$ cat src/rtl/mac_stream.sv
// mac_stream: streaming multiply-accumulate over N = B/W lanes.
// A frame begins with start in IDLE. Each accepted beat forms a dot product
// of its lanes with the latched coefficients. The dot product is then added
// into an ACC_W accumulator, which either wraps or saturates.
// The frame result is held on m_axis_* until it is consumed.
//
// Handshakes: a transfer on either stream happens in a cycle where that
// stream's tvalid and tready are both high. On the input side, tready is a
// register that is high exactly in RUN. On the output side, tvalid is high
// exactly in DONE. tdata does not change while tvalid is high and tready is low.
module mac_stream #(
    parameter int B     = 64,
    parameter int W     = 8,
    parameter int ACC_W = 32,
    parameter int CNT_W = 16
) (
    input  logic             clk,
    input  logic             rst,
    input  logic [B-1:0]     s_axis_tdata,
    input  logic             s_axis_tvalid,
    output logic             s_axis_tready,
    input  logic             s_axis_tlast,
    input  logic             start,
    input  logic [CNT_W-1:0] len,
    input  logic [B-1:0]     coef,
    input  logic             mode_signed,
    input  logic             mode_sat,
    output logic [ACC_W-1:0] m_axis_tdata,
    output logic             m_axis_tvalid,
    input  logic             m_axis_tready,
    output logic             busy,
    output logic [CNT_W-1:0] beat_cnt,
    output logic             ovf
);

    localparam int N   = B / W;
    localparam int LN  = $clog2(N);
    // Width of the exact stage-1 sum. Each lane product occupies 2W bits.
    localparam int P_W = 2 * W + LN;
    // Width of the exact stage-2 sum.
    localparam int S_W = ((ACC_W > P_W) ? ACC_W : P_W) + 1;

    localparam logic [ACC_W-1:0] SMAX = {1'b0, {(ACC_W-1){1'b1}}};
    localparam logic [ACC_W-1:0] SMIN = {1'b1, {(ACC_W-1){1'b0}}};
    localparam logic [ACC_W-1:0] UMAX = {ACC_W{1'b1}};

    typedef enum logic [1:0] {IDLE, RUN, DRAIN, DONE} state_t;

    state_t             state, state_next;
    logic               tready_q;
    logic               drain_cnt;
    logic [CNT_W-1:0]   len_q;
    logic [B-1:0]       coef_q;
    logic               signed_q;
    logic               sat_q;
    logic               s1_valid;
    logic [P_W-1:0]     s1_sum;
    logic [ACC_W-1:0]   acc;
    logic [CNT_W-1:0]   cnt_q;
    logic               ovf_q;

    logic               accept;
    logic               terminate;
    logic               frame_start;
    logic [CNT_W-1:0]   cnt_inc;

    assign frame_start = (state == IDLE) && start;
    assign accept      = s_axis_tvalid && tready_q;
    assign cnt_inc     = cnt_q + CNT_W'(1);
    assign terminate   = accept && (s_axis_tlast || ((len_q != '0) && (cnt_inc == len_q)));

    // Next-state logic for the frame FSM.
    always_comb begin
        state_next = state;
        case (state)
            IDLE:    if (start) state_next = RUN;
            RUN:     if (terminate) state_next = DRAIN;
            DRAIN:   if (drain_cnt) state_next = DONE;
            DONE:    if (m_axis_tready) state_next = IDLE;
            default: state_next = IDLE;
        endcase
    end

    // State register, registered input ready, and drain cycle counter.
    always_ff @(posedge clk) begin
        if (rst) begin
            state     <= IDLE;
            tready_q  <= 1'b0;
            drain_cnt <= 1'b0;
        end else begin
            state     <= state_next;
            tready_q  <= (state_next == RUN);
            drain_cnt <= (state == DRAIN) ? ~drain_cnt : 1'b0;
        end
    end

    // Frame configuration is captured once, when the frame starts.
    always_ff @(posedge clk) begin
        if (rst) begin
            len_q    <= '0;
            coef_q   <= '0;
            signed_q <= 1'b0;
            sat_q    <= 1'b0;
        end else if (frame_start) begin
            len_q    <= len;
            coef_q   <= coef;
            signed_q <= mode_signed;
            sat_q    <= mode_sat;
        end
    end

    // Stage-1 dot product.
    // Operands are extended straight to the sum width, and the arithmetic is
    // done modulo 2^P_W. The true sum always fits in P_W bits when read in
    // the frame's mode, so the result is exact.
    logic [P_W-1:0] lane_x, coef_x, prod, dot;
    always_comb begin
        dot    = '0;
        lane_x = '0;
        coef_x = '0;
        prod   = '0;
        for (int i = 0; i < N; i++) begin
            if (signed_q) begin
                lane_x = P_W'($signed(s_axis_tdata[i*W +: W]));
                coef_x = P_W'($signed(coef_q[i*W +: W]));
            end else begin
                lane_x = P_W'(s_axis_tdata[i*W +: W]);
                coef_x = P_W'(coef_q[i*W +: W]);
            end
            prod = lane_x * coef_x;
            dot  = dot + prod;
        end
    end

    // Stage-1 pipeline register, loaded on every accepted beat.
    always_ff @(posedge clk) begin
        if (rst) begin
            s1_valid <= 1'b0;
            s1_sum   <= '0;
        end else begin
            s1_valid <= accept;
            if (accept) s1_sum <= dot;
        end
    end

    // Stage-2 exact addition, followed by range check and reduction to ACC_W bits.
    logic [S_W-1:0]   acc_x, s1_x, sum_x;
    logic [ACC_W-1:0] acc_next;
    logic [ACC_W-1:0] sat_val;
    logic             ovf_now;
    always_comb begin
        if (signed_q) begin
            acc_x   = S_W'($signed(acc));
            s1_x    = S_W'($signed(s1_sum));
        end else begin
            acc_x   = S_W'(acc);
            s1_x    = S_W'(s1_sum);
        end
        sum_x = acc_x + s1_x;
        if (signed_q) begin
            // In range only if every bit from the ACC_W sign bit upward matches.
            ovf_now = !((&sum_x[S_W-1:ACC_W-1]) || !(|sum_x[S_W-1:ACC_W-1]));
            sat_val = sum_x[S_W-1] ? SMIN : SMAX;
        end else begin
            // An unsigned sum can only overflow upward.
            ovf_now = |sum_x[S_W-1:ACC_W];
            sat_val = UMAX;
        end
        acc_next = (ovf_now && sat_q) ? sat_val : sum_x[ACC_W-1:0];
    end

    // Accumulator and sticky overflow. Both are cleared only by a new frame or by reset.
    always_ff @(posedge clk) begin
        if (rst) begin
            acc   <= '0;
            ovf_q <= 1'b0;
        end else if (frame_start) begin
            acc   <= '0;
            ovf_q <= 1'b0;
        end else if (s1_valid) begin
            acc <= acc_next;
            if (ovf_now) ovf_q <= 1'b1;
        end
    end

    // Count of accepted beats. With len=0 the counter wraps and the frame continues.
    always_ff @(posedge clk) begin
        if (rst) begin
            cnt_q <= '0;
        end else if (frame_start) begin
            cnt_q <= '0;
        end else if (accept) begin
            cnt_q <= cnt_inc;
        end
    end

    assign s_axis_tready = tready_q;
    assign m_axis_tvalid = (state == DONE);
    assign m_axis_tdata  = acc;
    assign busy          = (state != IDLE);
    assign beat_cnt      = cnt_q;
    assign ovf           = ovf_q;

endmodule

$ cat config.mk
export PLATFORM = sky130hd
export DESIGN_NAME = mac_stream
export DESIGN_NICKNAME = d
export VERILOG_FILES = /design/src/rtl/mac_stream.sv
export SDC_FILE = /design/constraint.sdc
export NUM_CORES = 2
export LEC_CHECK = 0
export ABC_AREA = 0
export CORE_UTILIZATION = 63
export DETAILED_ROUTE_END_ITERATION = 10
export PLACE_DENSITY = 0.83
export SLEW_MARGIN = 20
export SYNTH_ARGS = -nofsm -noshare
export SYNTH_HDL_FRONTEND = slang
export SYNTH_SLANG_ARGS = --single-unit
$ cat constraint.sdc
create_clock -name clk -period 12.45 [get_ports clk]
set_input_delay 1.245 -clock clk [delete_from_list [all_inputs] [get_ports clk]]
set_output_delay 1.245 -clock clk [all_outputs]
set_load 0.02 [all_outputs]
## Yosys cells after proc, flatten, opt, wreduce, memory -nomap -nowiden

Cells that the tools add are included.

- Add/subtract/negate cells: 9
- $mul: 8
- Eq/ne operators: 5
- Mux-type cells: 27
- Bitwise operators: 2
- Reductions and logical operators: 17

Operators by type and width:

| kind | number |
|---|---|
| two-way mux 19 bit | 16 |
| multiplier 19 x 19 -> 19 bit | 8 |
| adder 19 bit | 7 |
| two-way mux 32 bit | 3 |
| two-way mux 33 bit | 2 |
| adder 33 bit | 1 |
| adder 16 x 1 -> 16 bit, second input constant | 1 |
| equality test 16 bit | 1 |
| nonzero test 16 bit | 1 |
| two-way mux 2 bit | 4 |
| one-hot mux 2 bit (4 select lines) | 1 |
| OR reduction 2 bit | 3 |
| logical AND 1 bit | 5 |
| equality test 2 x 1 -> 1 bit, second input constant | 2 |
| equality test 2 bit, second input constant | 2 |
| AND reduction 2 bit | 2 |
| zero test 1 bit | 2 |
| zero test 2 bit | 1 |
| logical OR 1 bit | 2 |
| inverter 1 bit | 2 |
| nonzero test 2 bit | 1 |
| two-way mux 1 bit | 1 |

- Bits in registers: 155
- Bits of input ports: 152
- Output and inout bits: 52
- Logic and storage cells: 80

## Longest topological paths before layout

- Depth after elaboration: 9
- Mapped depth: 37
- Mapped depth without buffers: 33

## Worst setup path after synthesis

OpenSTA, ideal clock, no wires.

- Kind: input to register
- Start: in s_axis_tdata[55]
- End: reg s1_sum[18]
- Setup time: 86 ps
- Arrival: 9766 ps
- Data required time: 12364 ps
- Setup slack: 2599 ps
- Cell stages on the path: 28
- Buffers on the path: 1
- Cells stage by stage: and2_1 -> buf_2 -> nand2_1 -> fa_1 -> fa_1 -> fa_1 -> fa_1 -> inv_1 -> fa_1 -> inv_1 -> fa_1 -> fa_1 -> fa_1 -> inv_1 -> fa_1 -> fa_1 -> fa_1 -> inv_1 -> fa_1 -> inv_1 -> ha_1 -> o2111a_1 -> a221o_1 -> o41ai_1 -> o21ai_0 -> o41ai_1 -> xnor2_1 -> a211oi_1

- Cells in the longest elaborated chain, start to end: 4

RTL lines:

| item | RTL line | RTL |
|---|---|---|
| from (decl) | 19 | `input logic [B-1:0] s_axis_tdata,` |
| two-way mux 19 bit | 123 | `if (signed_q) begin` |
| multiplier 19 x 19 -> 19 bit | 130 | `prod = lane_x * coef_x;` |
| adder 19 bit (2 in a row) | 131 | `dot = dot + prod;` |
| to (signal assigned) | 142 | `if (accept) s1_sum <= dot;` |
| to (decl) | 57 | `logic [P_W-1:0] s1_sum;` |

No other way between the ends.
A chain may end at the register's enable or synchronous reset.

## Worst setup path in the final report

Same ends and word-level chain as after synthesis.

==> summary.md <==
| Metric | Value |
|---|---|
| Max Root-Sink Buffers | 2 |
| DP HPWL | 106100 um |
| Synth-to-layout area growth | 7.464% |
| Gpl congestion | approximately 1.0 |
| Tot GR Track Use | a little over a third |
| Via count | roughly 32000 |
| Max VDD drop | 0.8328 mV |
| Slew Viols, Final | 0 |
| First-pass GRT wire length | 192000 um |
| Cell Area, Synth | 0.04464 mm2 |
| Full die area | ~0.072 mm2 |
| Residual DRC | 0 |
| Leading register cell type out of synthesis | dfxtp_1 |
| CTS tree | built |
| DR WL met3 | 10590 um |
| WL met1 | ~47000 um |
| Minimum clock period | ~11000 ps |
| Tcrit/Tclk final | a little under nine tenths |
| Setup TNS | 0 ps |
| Setup violations, final | 0 |
| Crit Path Class | primary input to flip-flop |
| Final wirelength | around 120000 um |
| CTS H-tree lvls | 4 |
| Worst-margin pin slew | approximately 1000 ps |
| Status | finished clean |
| Worst Path Max Fanout | 9 |
| Fraction of layout cells with a size suffix above 1 | under 10% |
| Mean Syn Cell Area | around 9.4 um2 |
| Synth area leaders | fa_1, ha_1, inv_1, dfxtp_1, and2_1 |
| Post-Place Cells | 5745 |
| Yosys warning count | 0 |
| Layout Cells excl Fill | 5779 |
| Post-CTS setup buffer count | 0 |
| Most frequent cell after synthesis | inv_1 |
| Core area | ~0.07 mm2 |
| Startpoint Class | primary input |
| Pwr Total | around 8 mW |
| Area after DPL | 0.04736 mm2 |
| Cell area after layout | 0.04797 mm2 |
| Clock Pin Slew Worst Setup and Hold Paths | roughly 80 ps |
| Number of synthesized flops with an enable pin | 0 |
| Fin. Hold Viols | 0 |
| Via-to-Cell Ratio | between 5 and 6 |
| Initial Utilization | between 60% and 70% |
| Slew HR | 33.10% |
| Area leader, netlist | fa_1 |
| Die X-Extent | around 270 um |
| Yosys reg bits | 155 |
| Total gr overflow | 0 |
| Pin count of the biggest net entering global routing | 84 |
| LEAKAGE | between 20 and 25 nW |
| Port Buf Inserts | 203 |
| PostCTS Resize Cnt | 0 |
| Initial antenna violation count | 3 |
| Length of routed met2 wiring | 57320 um |
| Num CTS Buffers | 17 |
| CTS root buf | clkbuf_16 |
| CTS sink count | ~160 |
| Clk_skew | roughly 13 ps |
| Synth top cells by count | inv_1, fa_1, nand2_1, ha_1, and2_1 |
| Cts hold-fix bufs | 0 |
| DRT antenna net count | 0 |
| Max-cap violations | 0 |
| R2R Setup Slk | 2250 ps |
| Worst EP arrival | about 11000 ps |
| Hold crit path type | flip-flop to flip-flop |
| Final nets | ~6500 |
| Mapped Cells | 4738 |
| Top-Level Pins | ~200 |
| Top cell type's share of synthesized area | between 40 and 50% |
| Reg2Reg Depth | 30 |
| P per Cell Area | around 170 mW/mm2 |
| Unrepaired setup endpoints after global routing | false |
| Top Metal Used | met4 |
| Die height | 268.2 um |
| Routed len/inst | 20.96 um |
| Synth Net Count | 6395 |
| Worst skew pair latency | 500 ps |
| Fmax | 93.22 MHz |
| Number of core rows | between 90 and 100 |
| DRT iter0 DRCs | approximately 2700 |
| Hold depth | 1 |
| Number of global-route vias before repair | 34710 |
| Seq/Total Area, Yosys | under 10% |
| First drt pass iteration count | 5 |
| Post-synth ARST share | 0% |
| Worst Setup End Kind | flip-flop |
| Worst Path Required | approximately 13000 ps |
| Netlist cell types | just under 70 |
[registers in the layout, indices dropped and copies added (netlist names)]
register and flops:
m_axis_tdata 32, len_q 16, beat_cnt 16, s1_sum 19, ovf 1, signed_q 1, sat_q 1, s_axis_tready 1
coef_q 64, s1_valid 1, state 2, drain_cnt 1
[worst max-delay path, stage by stage]
cell             delay (ps)
clkdlybuf4s50_1         670
and2_1                  350
nand2_1                 150
fa_1                    760
fa_1                    500
fa_1                    470
fa_1                    540
inv_1                    60
fa_1                    530
inv_1                    50
fa_1                    510
fa_1                    540
fa_1                    520
inv_1                    60
fa_1                    550
fa_1                    420
fa_1                    500
inv_1                    50
fa_1                    480
inv_1                    50
ha_1                    340
o2111a_1                160
a221o_1                 350
o41ai_1                 370
o21ai_0                 200
o41ai_1                 360
xnor2_1                 110
a211oi_1                230
[through the flow]
step	hold slack, ps	util [%]	setup WS, ps
CTS	423.2	68.50	1748
global route	460.6	68.51	1269
detailed placement	413.2	67.63	1186
floorplan	401.1	-	2599
finish	422.8	68.51	1722
global placement	407.3	67.63	1405
[report_power, final]
group / leakage [nW] / switching (mW) / internal (mW)
clock network: 0.288 / 0.272 / 0.303
logic: 23.4 / 3.89 / 2.96
registers: 1.27 / 0.0658 / 0.531
total: 25.0 / 4.23 / 3.79
[routing by layer]
metal | vias up | GRT usage (%)
met5 | - | 0
met4 | 0 | 15.34
met3 | 276 | 6.222
met2 | 1394 | 58.35
met1 | 16330 | 47.39
li1 | 14070 | -
[logic make-up (layout without fill, tap and decap cells)]
logic type      Yosys count  count (layout)  share of synthesized area (%)
fa+ha+maj              1505            1505                          59.70
flops                   155             155                          6.951
buf+inv                1442            1541                          12.21
xor+xnor                236             236                          4.630
mux                       1               1                        0.02242
other cells               0               2                              0
simple gates           1083            1083                          12.05
compound gates          316             316                          4.431
[layout by cell type, fill, tap and decap left out, types with 9 or more instances in the layout]
master | Yosys | final
xor2_1 | 46 | 46
clkbuf_16 | 0 | 17
clkdlybuf4s50_1 | 0 | 202
a211oi_1 | 9 | 9
and2_1 | 329 | 328
o21a_1 | 12 | 12
nor2_1 | 54 | 54
xnor2_1 | 190 | 190
nand3_1 | 25 | 25
nand2_1 | 506 | 505
a21oi_1 | 137 | 137
dfxtp_1 | 155 | 154
nand2b_1 | 20 | 20
a21o_1 | 11 | 11
o22ai_1 | 18 | 18
and3_1 | 62 | 62
o21ai_0 | 61 | 61
o22ai_2 | 10 | 10
inv_1 | 1293 | 1293
ha_1 | 463 | 463
or3_1 | 15 | 15
fa_1 | 1042 | 1042
buf_4 | 0 | 14
nor3_1 | 21 | 21
[final timing paths]
kind	from	to
hold / removal	drain_cnt	drain_cnt
setup reg to reg	signed_q	s1_sum[18]
setup / recovery	s_axis_tdata[55]	s1_sum[18]
hold reg to reg	drain_cnt	drain_cnt
[area by class of cell]
cell class / count / area (um2)
Antenna cell: 2 / 5.005
Clock buffer: 18 / 429.2
Clock inverter: 14 / 181.4
Fill cell: 5355 / 22050
Inverter: 1293 / 4853
Multi-Input combinational cell: 3141 / 36100
Sequential cell: 155 / 3104
Tap cell: 940 / 1176
Timing Repair Buffer: 216 / 2127
Power figures use the tool's default switching activity.
